**src/rtl/mio_lsu_pkg.sv**
```systemverilog
`default_nettype none
// ============================================================================
//  Module      : ctrl_encode_def (package)
//  Description : Shared encodings for the MIO load/store unit: DMType codes,
//                LSU response error codes and FSM state encoding.
//  Revision    : 1.0 - initial release
// ============================================================================
package ctrl_encode_def;

    // Data-memory access type (DMType) encodings
    localparam logic [2:0] dm_word              = 3'b000;
    localparam logic [2:0] dm_halfword          = 3'b001;
    localparam logic [2:0] dm_halfword_unsigned = 3'b010;
    localparam logic [2:0] dm_byte              = 3'b011;
    localparam logic [2:0] dm_byte_unsigned     = 3'b100;

    // Response error codes
    localparam logic [1:0] LSU_ERR_OK       = 2'b00;
    localparam logic [1:0] LSU_ERR_MISALIGN = 2'b01;
    localparam logic [1:0] LSU_ERR_TIMEOUT  = 2'b10;
    localparam logic [1:0] LSU_ERR_ILLEGAL  = 2'b11;

    // LSU controller states
    typedef enum logic [1:0] {
        LSU_IDLE = 2'd0,
        LSU_BUS  = 2'd1,
        LSU_RESP = 2'd2
    } lsu_state_e;

endpackage
`default_nettype wire

```
**src/rtl/mio_lsu_align.sv**
```systemverilog
`default_nettype none
// ============================================================================
//  Module      : lsu_align
//  Description : Combinational lane logic for the LSU: byte enables, store
//                lane replication, load lane extraction/extension and
//                alignment / type legality checks.
//  Revision    : 1.0 - initial release
// ============================================================================
module lsu_align
    import ctrl_encode_def::*;
(
    input  logic [2:0]  dmtype,
    input  logic [1:0]  addr,
    input  logic [31:0] wdata,
    input  logic [31:0] rdata,
    output logic [3:0]  be,
    output logic [31:0] wdata_rep,
    output logic [31:0] rdata_ext,
    output logic        misaligned,
    output logic        illegal
);

    logic [15:0] w_half;
    logic [7:0]  w_byte;

    // Lanes of the read word addressed by the low address bits
    assign w_half = addr[1] ? rdata[31:16] : rdata[15:0];
    assign w_byte = rdata[{addr, 3'b000} +: 8];

    // Decode access size into enables, replicated store data and extended load data
    always_comb begin
        be         = 4'b0000;
        wdata_rep  = 32'h0000_0000;
        rdata_ext  = 32'h0000_0000;
        misaligned = 1'b0;
        illegal    = 1'b0;
        case (dmtype)
            dm_word: begin
                be         = 4'b1111;
                wdata_rep  = wdata;
                rdata_ext  = rdata;
                misaligned = (addr != 2'b00);
            end
            dm_halfword, dm_halfword_unsigned: begin
                be         = addr[1] ? 4'b1100 : 4'b0011;
                wdata_rep  = {2{wdata[15:0]}};
                rdata_ext  = (dmtype == dm_halfword) ? {{16{w_half[15]}}, w_half}
                                                     : {16'h0000, w_half};
                misaligned = addr[0];
            end
            dm_byte, dm_byte_unsigned: begin
                be         = 4'b0001 << addr;
                wdata_rep  = {4{wdata[7:0]}};
                rdata_ext  = (dmtype == dm_byte) ? {{24{w_byte[7]}}, w_byte}
                                                 : {24'h000000, w_byte};
            end
            default: begin
                illegal = 1'b1;
            end
        endcase
    end

endmodule
`default_nettype wire

```
**src/rtl/mio_lsu.sv**
```systemverilog
`default_nettype none
// ============================================================================
//  Module      : mio_lsu
//  Description : Multi-cycle load/store unit bridging the core data port to
//                the MIO bus with a request/response handshake, stall
//                generation, lane handling and error/timeout reporting.
//  Revision    : 1.0 - initial release
// ============================================================================
module mio_lsu
    import ctrl_encode_def::*;
#(
    parameter int AW      = 32,
    parameter int TIMEOUT = 255,
    parameter int CW      = 8
) (
    input  logic          clk,
    input  logic          reset,
    input  logic          req_valid,
    input  logic          req_we,
    input  logic [2:0]    req_dmtype,
    input  logic [AW-1:0] req_addr,
    input  logic [31:0]   req_wdata,
    output logic          req_ready,
    output logic          stall,
    output logic          rsp_valid,
    output logic [31:0]   rsp_rdata,
    output logic [1:0]    rsp_err,
    output logic          bus_req,
    output logic          bus_we,
    output logic [AW-1:0] bus_addr,
    output logic [3:0]    bus_be,
    output logic [31:0]   bus_wdata,
    input  logic [31:0]   bus_rdata,
    input  logic          bus_ready
);

    localparam bit            c_TO_EN       = (TIMEOUT != 0);
    localparam int            c_TO_LAST_INT = (TIMEOUT == 0) ? 0 : TIMEOUT - 1;
    localparam logic [CW-1:0] c_CNT_LAST    = c_TO_LAST_INT[CW-1:0];

    lsu_state_e    r_state;
    logic [CW-1:0] r_cnt;
    logic          r_we;
    logic [2:0]    r_dmtype;
    logic [AW-1:0] r_addr;
    logic [3:0]    r_be;
    logic [31:0]   r_wdata;
    logic [31:0]   r_rsp_rdata;
    logic [1:0]    r_rsp_err;

    logic          w_idle;
    logic [2:0]    w_al_dmtype;
    logic [1:0]    w_al_addr;
    logic [3:0]    w_be;
    logic [31:0]   w_wdata_rep;
    logic [31:0]   w_rdata_ext;
    logic          w_misaligned;
    logic          w_illegal;

    // In IDLE the lane logic checks the incoming request; afterwards it works
    // on the captured request so load extraction uses the accepted type/offset.
    assign w_idle      = (r_state == LSU_IDLE);
    assign w_al_dmtype = w_idle ? req_dmtype    : r_dmtype;
    assign w_al_addr   = w_idle ? req_addr[1:0] : r_addr[1:0];

    lsu_align u_align (
        .dmtype     (w_al_dmtype),
        .addr       (w_al_addr),
        .wdata      (req_wdata),
        .rdata      (bus_rdata),
        .be         (w_be),
        .wdata_rep  (w_wdata_rep),
        .rdata_ext  (w_rdata_ext),
        .misaligned (w_misaligned),
        .illegal    (w_illegal)
    );

    // Request capture, bus wait/timeout sequencing and registered response
    always_ff @(posedge clk or posedge reset) begin
        if (reset) begin
            r_state     <= LSU_IDLE;
            r_cnt       <= '0;
            r_we        <= 1'b0;
            r_dmtype    <= 3'b000;
            r_addr      <= '0;
            r_be        <= 4'b0000;
            r_wdata     <= 32'h0000_0000;
            r_rsp_rdata <= 32'h0000_0000;
            r_rsp_err   <= LSU_ERR_OK;
        end else begin
            case (r_state)
                LSU_IDLE: begin
                    if (req_valid) begin
                        r_we     <= req_we;
                        r_dmtype <= req_dmtype;
                        r_addr   <= req_addr;
                        r_be     <= w_be;
                        r_wdata  <= w_wdata_rep;
                        r_cnt    <= '0;
                        if (w_illegal) begin
                            r_state   <= LSU_RESP;
                            r_rsp_err <= LSU_ERR_ILLEGAL;
                        end else if (w_misaligned) begin
                            r_state   <= LSU_RESP;
                            r_rsp_err <= LSU_ERR_MISALIGN;
                        end else begin
                            r_state <= LSU_BUS;
                        end
                    end
                end
                LSU_BUS: begin
                    if (bus_ready) begin
                        r_state     <= LSU_RESP;
                        r_rsp_err   <= LSU_ERR_OK;
                        r_rsp_rdata <= r_we ? 32'h0000_0000 : w_rdata_ext;
                    end else if (c_TO_EN && (r_cnt == c_CNT_LAST)) begin
                        r_state     <= LSU_RESP;
                        r_rsp_err   <= LSU_ERR_TIMEOUT;
                        r_rsp_rdata <= 32'h0000_0000;
                    end else begin
                        r_cnt <= r_cnt + 1'b1;
                    end
                end
                LSU_RESP: begin
                    // Response fields read as zero outside the pulse cycle
                    r_state     <= LSU_IDLE;
                    r_rsp_rdata <= 32'h0000_0000;
                    r_rsp_err   <= LSU_ERR_OK;
                end
                default: begin
                    r_state <= LSU_IDLE;
                end
            endcase
        end
    end

    assign req_ready = (r_state == LSU_IDLE);
    assign rsp_valid = (r_state == LSU_RESP);
    assign rsp_rdata = r_rsp_rdata;
    assign rsp_err   = r_rsp_err;

    // Stall also drops while reset is held so the core is released at once
    assign stall     = req_valid & ~rsp_valid & ~reset;

    // Bus side is quiet unless an access is in flight
    assign bus_req   = (r_state == LSU_BUS);
    assign bus_we    = bus_req & r_we;
    assign bus_addr  = bus_req ? {r_addr[AW-1:2], 2'b00} : '0;
    assign bus_be    = bus_req ? r_be : 4'b0000;
    assign bus_wdata = bus_req ? r_wdata : 32'h0000_0000;

endmodule
`default_nettype wire

```
**config.mk**
```make
export PLATFORM = sky130hd
export DESIGN_NAME = mio_lsu
export DESIGN_NICKNAME = d
export VERILOG_FILES = /design/src/rtl/mio_lsu_pkg.sv /design/src/rtl/mio_lsu_align.sv /design/src/rtl/mio_lsu.sv
export SDC_FILE = /design/constraint.sdc
export NUM_CORES = 1
export LEC_CHECK = 0
export ABC_AREA = 1
export CORE_MARGIN = 3
export CORE_UTILIZATION = 51
export DETAILED_ROUTE_END_ITERATION = 8
export GPL_TIMING_DRIVEN = 0
export PLACE_DENSITY = 0.91
export SLEW_MARGIN = 40
export SYNTH_ARGS = -nofsm -noshare
export SYNTH_HDL_FRONTEND = slang
export SYNTH_SLANG_ARGS = --single-unit
```
**constraint.sdc**
```tcl
create_clock -name clk -period 6.5 [get_ports clk]
set_input_delay 1.3 -clock clk [delete_from_list [all_inputs] [get_ports clk]]
set_output_delay 1.3 -clock clk [all_outputs]
set_load 0.01 [all_outputs]
```
==> impl_metrics.tcl, run 1 <==
set metrics [dict create \
    status "finished clean" \
    ys_top_cells_by_area "dfrtp_1 (44%), nand2_1 (29%), nand3_1 (7.4%)" \
    std_cell_rows 41 \
    boundaryPins 211 \
    wl_per_cell_um 15.45 \
    ys.flop_type "dfrtp_1" \
    cts_buffers 17 \
    post-place-cells 1370 \
    whs_ns 0.4775 \
    ctsHoldBuffers 0 \
    ir_worst_vdd_uv 258.0 \
    cts.htree.levels 4 \
    path_max_fanout 10 \
    cp-start-kind "flop" \
    p_comb_frac 0.525 \
    finalHoldViolations 0 \
    p_clk_frac 0.211 \
    synthDominantCellAreaShare 0.4357 \
    p_sw_frac 0.4304 \
    max_freq_mhz 238.3 \
    synth-async-reset-ratio 1.000 \
    design_area_um2 9604 \
    totalPowerFinal_uw 4569 \
    grt_antenna_before_repair 0 \
    vias_per_cell 5.198 \
    arrival_ns 2.90 \
    grt_usage 0.3053 \
    n_antenna_cell 0 \
    drt_iter0_drc 712 \
    dieWidth_um 120.3 \
    die_y_um 120.3 \
    cts_resized 0 \
    cts.path.max_buffers 2 \
    synthTopCellsByCount "nand2_1 (506), dfrtp_1 (116), inv_1 (111), nand3_1 (98), o21ai_0 (33)" \
    overflow 0 \
    cts_tree "yes" \
    p_int_uw 2603 \
    cts_setup_buffers 0 \
    ant_nets 0 \
    drc 0 \
    gp_congestion 0.9192 \
    yosysWarningCount 0 \
    fin_skew_ns 0.009738 \
    yosysSeqAreaShare 0.4357 \
    synth_most_common_cell "nand2_1" \
    dp_hpwl_mm 15.71 \
    rsz0062_at_grt "no" \
    insertion_delay_ns 0.42 \
    postLayoutCoreUtil 0.7580 \
    cp-end-kind "primary output" \
    tightest_slew_ns 0.5832 \
    period_minus_slack_ns 4.197 \
    grt_max_degree 80 \
    netSwitchingPower_uw 1966 \
    ys_ff_latch 116 \
    critPathRequiredTime_ns 5.20 \
    nNetsFinal 1327 \
    drtPass1Iterations 5 \
    portBuffers 208 \
    root_buffer "clkbuf_16" \
    start_util 0.5258 \
    p_leak_uw 0.005289 \
    ys_types 33 \
    vias 7287 \
    die-area_um2 14470 \
    finalWirelength_mm 21.66 \
    yosysTopAreaCell "dfrtp_1" \
    final_layout_size_suffix_gt1_frac 0.06667 \
    drv_slew 0 \
    cap_violations 0 \
    grt_pass1_vias 7107 \
    core_um2 12670 \
    syn2layout_area_growth_pct 44.15 \
    synth_edf_count 0 \
    power.density_nw_per_um2 475.7 \
    syn_inst 988 \
    synth_area_um2 6663 \
    setup_violations 0 \
    path_class "flop to primary output" \
    timing.final.crit_share 0.6457 \
    finalNonFillerCells 1402 \
    hold_class "flop to flop" \
    pwr-share-seq 0.264 \
    clk_pin_slew_ns 0.05 \
    grt_pass1_wl_mm 34.98 \
    dpl_cell_area_um2 8999 \
    slew_headroom 0.6112 \
    clock-sinks 116 \
    avgSynthCellArea_um2 6.744 \
]
-- state kept, by name, summed over array words and instances, names as in the netlist --
signal and cells:
r_wdata 32, r_state 2, r_we 1, r_dmtype 3, rsp_rdata 32, r_cnt 8, r_be 4, r_addr 32
rsp_err 2
-- cells by family (layout without fill, tap and decap cells) --
group	after synthesis	after routing	synth area share
AOI/OAI and AO/OA	47	47	0.03794
xor gates and xnor gates	2	2	0.002630
adders and majority gates	6	6	0.01127
buffers and inverters	168	409	0.1059
DFF	116	116	0.4357
other	1	2	0.0005628
and+or+nand+nor	648	648	0.4060
-- layer usage --
layer  vias to the layer above  track usage  share of wire
li1                       3468            -              -
met1                      3357       0.3800           0.40
met2                       386       0.4974           0.48
met3                        76      0.08466          0.086
met4                         0       0.1388          0.040
met5                         -            0              0
-- power groups by stage --
stage / clock (µW) / sequential, µW / combinational (µW)
final: 966 / 1200 / 2400
after CTS: 969 / 1200 / 2380
after global placement: 0 / 1190 / 2300
after floorplan: 0 / 1200 / 1450
after detailed placement: 0 / 1200 / 2350
after global routing: 1010 / 1240 / 2650
-- critical path, stage by stage, from the launching register on --
cell	delay, ns
dfrtp_1	0.41
inv_1	0.09
ha_1	0.24
clkbuf_1	0.48
clkbuf_1	0.47
nand2_1	0.17
inv_1	0.09
clkdlybuf4s50_1	0.53
-- metrics by stage --
step                      worst slack, ns  TNS (ns)
after global placement            -0.6844   -0.6844
after global routing                2.181         0
after CTS                           2.352         0
after floorplan                     1.124         0
after detailed placement            2.413         0
final                               2.303         0
-- worst paths after layout --
kind	start	cells after the start	slack, ns	to
worst max-delay path	r_state[1]	7	2.30	bus_wdata[23]
max in group asynchronous	reset	3	4.57	r_wdata[14]
worst max register to register	r_state[0]	9	4.11	r_addr[0]
min in group asynchronous	reset	2	1.25	r_addr[27]
worst min-delay path	r_wdata[3]	2	0.48	r_wdata[3]
worst min register to register	r_wdata[3]	2	0.48	r_wdata[3]
-- final cells by class --
| class | count | area, µm² |
|---|---|---|
| clock inverter | 8 | 123.9 |
| sequential | 116 | 2903 |
| timing repair buffer | 209 | 2110 |
| multi-input combinational | 705 | 3058 |
| fill | 909 | 3067 |
| buffer | 52 | 267.8 |
| tap | 172 | 215.2 |
| clock buffer | 24 | 481.7 |
| inverter | 116 | 445.4 |
-- cells in the final DEF, fill, tap and decap left out, drive strengths merged --
| master | n |
|---|---|
| nor2 | 13 |
| nand2 | 521 |
| clkdlybuf4s50 | 208 |
| conb | 2 |
| ha | 6 |
| inv | 116 |
| nand3 | 99 |
| xor2 | 2 |
| clkinv | 3 |
| nand3b | 2 |
| o31ai | 1 |
| nor3 | 4 |
| nand4 | 7 |
| o21ai | 41 |
| clkinvlp | 2 |
| a21oi | 5 |
| clkbuf | 51 |
| bufinv | 3 |
| buf | 26 |
| or2 | 2 |
| dfrtp | 116 |
Power figures use the tool's default switching activity.
==> run 2: changes to the inputs <==
--- a/config.mk
+++ b/config.mk
@@ -7,10 +7,10 @@
 export LEC_CHECK = 0
 export ABC_AREA = 1
 export CORE_MARGIN = 3
-export CORE_UTILIZATION = 51
+export CORE_UTILIZATION = 43
 export DETAILED_ROUTE_END_ITERATION = 8
 export GPL_TIMING_DRIVEN = 0
-export PLACE_DENSITY = 0.91
+export PLACE_DENSITY = 0.82
 export SLEW_MARGIN = 40
 export SYNTH_ARGS = -nofsm -noshare
 export SYNTH_HDL_FRONTEND = slang
==> constraint.sdc (replaced) <==
create_clock -name clk -period 3.61 [get_ports clk]
set_input_delay 0.722 -clock clk [delete_from_list [all_inputs] [get_ports clk]]
set_output_delay 0.722 -clock clk [all_outputs]
set_load 0.01 [all_outputs]
==> impl_metrics.tcl, run 2 (synthesized netlist as in run 1, its figures left out) <==
set metrics [dict create \
    status "finished clean" \
    boundaryPins 211 \
    path_buf_inv 5 \
    cap_violations 0 \
    mostFrequentLayoutCells "nand2_1 (506), clkdlybuf4s50_1 (208), dfrtp_1 (116), inv_1 (110), nand3_1 (98)" \
    arrival_ns 2.64 \
    fin_ws_ns 0.2466 \
    cts_tree "yes" \
    max_freq_mhz 297.3 \
    cts_buffers 17 \
    timing.final.crit_share 0.9317 \
    final_common_cell "nand2_1" \
    nNetsFinal 1331 \
    path_common_cell "inv_1" \
    vias_per_cell 4.935 \
    path_max_fanout 10 \
    cts.htree.levels 4 \
    rsz0062_at_grt "no" \
    grt_antenna_before_repair 0 \
    power.density_nw_per_um2 837.5 \
    hold_depth 2 \
    fin_skew_ns 0.008249 \
    path_cells "inv_1 > ha_1 > clkbuf_2 > clkbuf_1 > nand2_1 > inv_1 > clkdlybuf4s50_1" \
    drv_slew 0 \
    ir_worst_vdd_uv 458.9 \
    syn2layout_area_growth_pct 45.58 \
    ctsHoldBuffers 0 \
    period_minus_slack_ns 3.363 \
    whs_ns 0.4693 \
    hold_class "flop to flop" \
    final_layout_size_suffix_gt1_frac 0.07380 \
    finalHoldViolations 0 \
    insertion_delay_ns 0.42 \
    dp_hpwl_mm 16.24 \
    p_leak_uw 0.005325 \
    ant_nets 0 \
    grt_max_degree 25 \
    clock-sinks 116 \
    cts.path.max_buffers 2 \
    grt_usage 0.2518 \
    gp_congestion 1.012 \
    drt_iter0_drc 428 \
    cts_setup_buffers 0 \
    core_um2 14860 \
    grt_pass1_vias 6781 \
    std_cell_rows 44 \
    r2r-end "r_addr[1]" \
    dieWidth_um 130.5 \
    crit_start "r_state[1]" \
    cp_slowest_cell "clkdlybuf4s50_1" \
    slew_headroom 0.6345 \
    cts_resized 0 \
    grt_pass1_wl_mm 33.44 \
    die-area_um2 17020 \
    wl_per_cell_um 14.93 \
    totalPowerFinal_uw 8124 \
    die_y_um 130.5 \
    drc 0 \
    n_antenna_cell 0 \
    setup_violations 0 \
    root_buffer "clkbuf_16" \
    start_util 0.4482 \
    finalWirelength_mm 21.16 \
    cp.depth 7 \
    critical_path.max_stage_delay_ns 0.56 \
    cp-start-kind "flop" \
    r2r_slack_ns 1.27 \
    cp-end-kind "primary output" \
    overflow 0 \
    hold_end "rsp_err[1]" \
    drtPass1Iterations 5 \
    vias 6993 \
    tightest_slew_ns 0.5482 \
    clk_pin_slew_ns 0.05 \
    reg2regPathDepth 9 \
    pre_cts_ws_ns 0.4981 \
    critPathRequiredTime_ns 2.89 \
    portBuffers 208 \
    hold_start "rsp_err[1]" \
    path_class "flop to primary output" \
    r2r-start "r_state[1]" \
    crit_family "buffers and inverters" \
]
## run 2: changes by cell type in the layout (fill, tap and decap cells not counted), moves of 3 or more
cell | previous run | this run
inv_6 | 0 | 3
clkinvlp_4 | 2 | 5
clkbuf_1 | 31 | 25
buf_16 | 1 | 4
clkbuf_2 | 0 | 3
## run 2: routing by layer
layer  vias up  share of wire  GRT usage
met5         -              0          0
met1      3207           0.43     0.3290
met2       272           0.47     0.4034
met4         0          0.024    0.08227
met3        44          0.074    0.07520
li1       3470              -          -
## run 2: cell type report
class                      instances  area (µm²)
buffer                            52       271.5
clock buffer                      20       456.7
clock inverter                    11       126.4
fill                            1294        5165
inverter                         116       441.7
multi-input combinational        705        3058
sequential                       116        2903
tap                              184       230.2
timing repair buffer             213        2212
## run 2: worst reg2reg max path, cell delays in order, from the launching register on
cell	delay [ns]
dfrtp_1	0.41
inv_1	0.10
ha_1	0.21
buf_6	0.15
nand2_1	0.14
inv_1	0.21
clkbuf_1	0.46
clkbuf_1	0.43
nand2_1	0.11
nand2_1	0.08
## run 2: stage by stage
step | cell area (µm²) | setup TNS, ns | cells | utilization
4_1_cts | 9696 | 0 | 1417 | 0.6523
6_report | 9699 | 0 | 1417 | 0.6525
5_1_grt | 9699 | 0 | 1417 | 0.6525
2_1_floorplan | 6670 | 0 | 989 | -
3_5_place_dp | 9112 | 0 | 1386 | 0.6130
3_3_place_gp | 8982 | -1.421 | 1381 | 0.6043
## run 2: worst max-delay path by stage
stage | endpoint
finish | bus_wdata[1]
global route | bus_wdata[31]
CTS | bus_wdata[21]
detailed placement | bus_wdata[21]
global placement | stall
floorplan | stall
## run 2: where the power goes
| group | total [µW] | switching (µW) | internal, µW |
|---|---|---|---|
| clock network | 1670 | 618 | 1050 |
| logic | 4290 | 2570 | 1720 |
| registers | 2160 | 323 | 1840 |
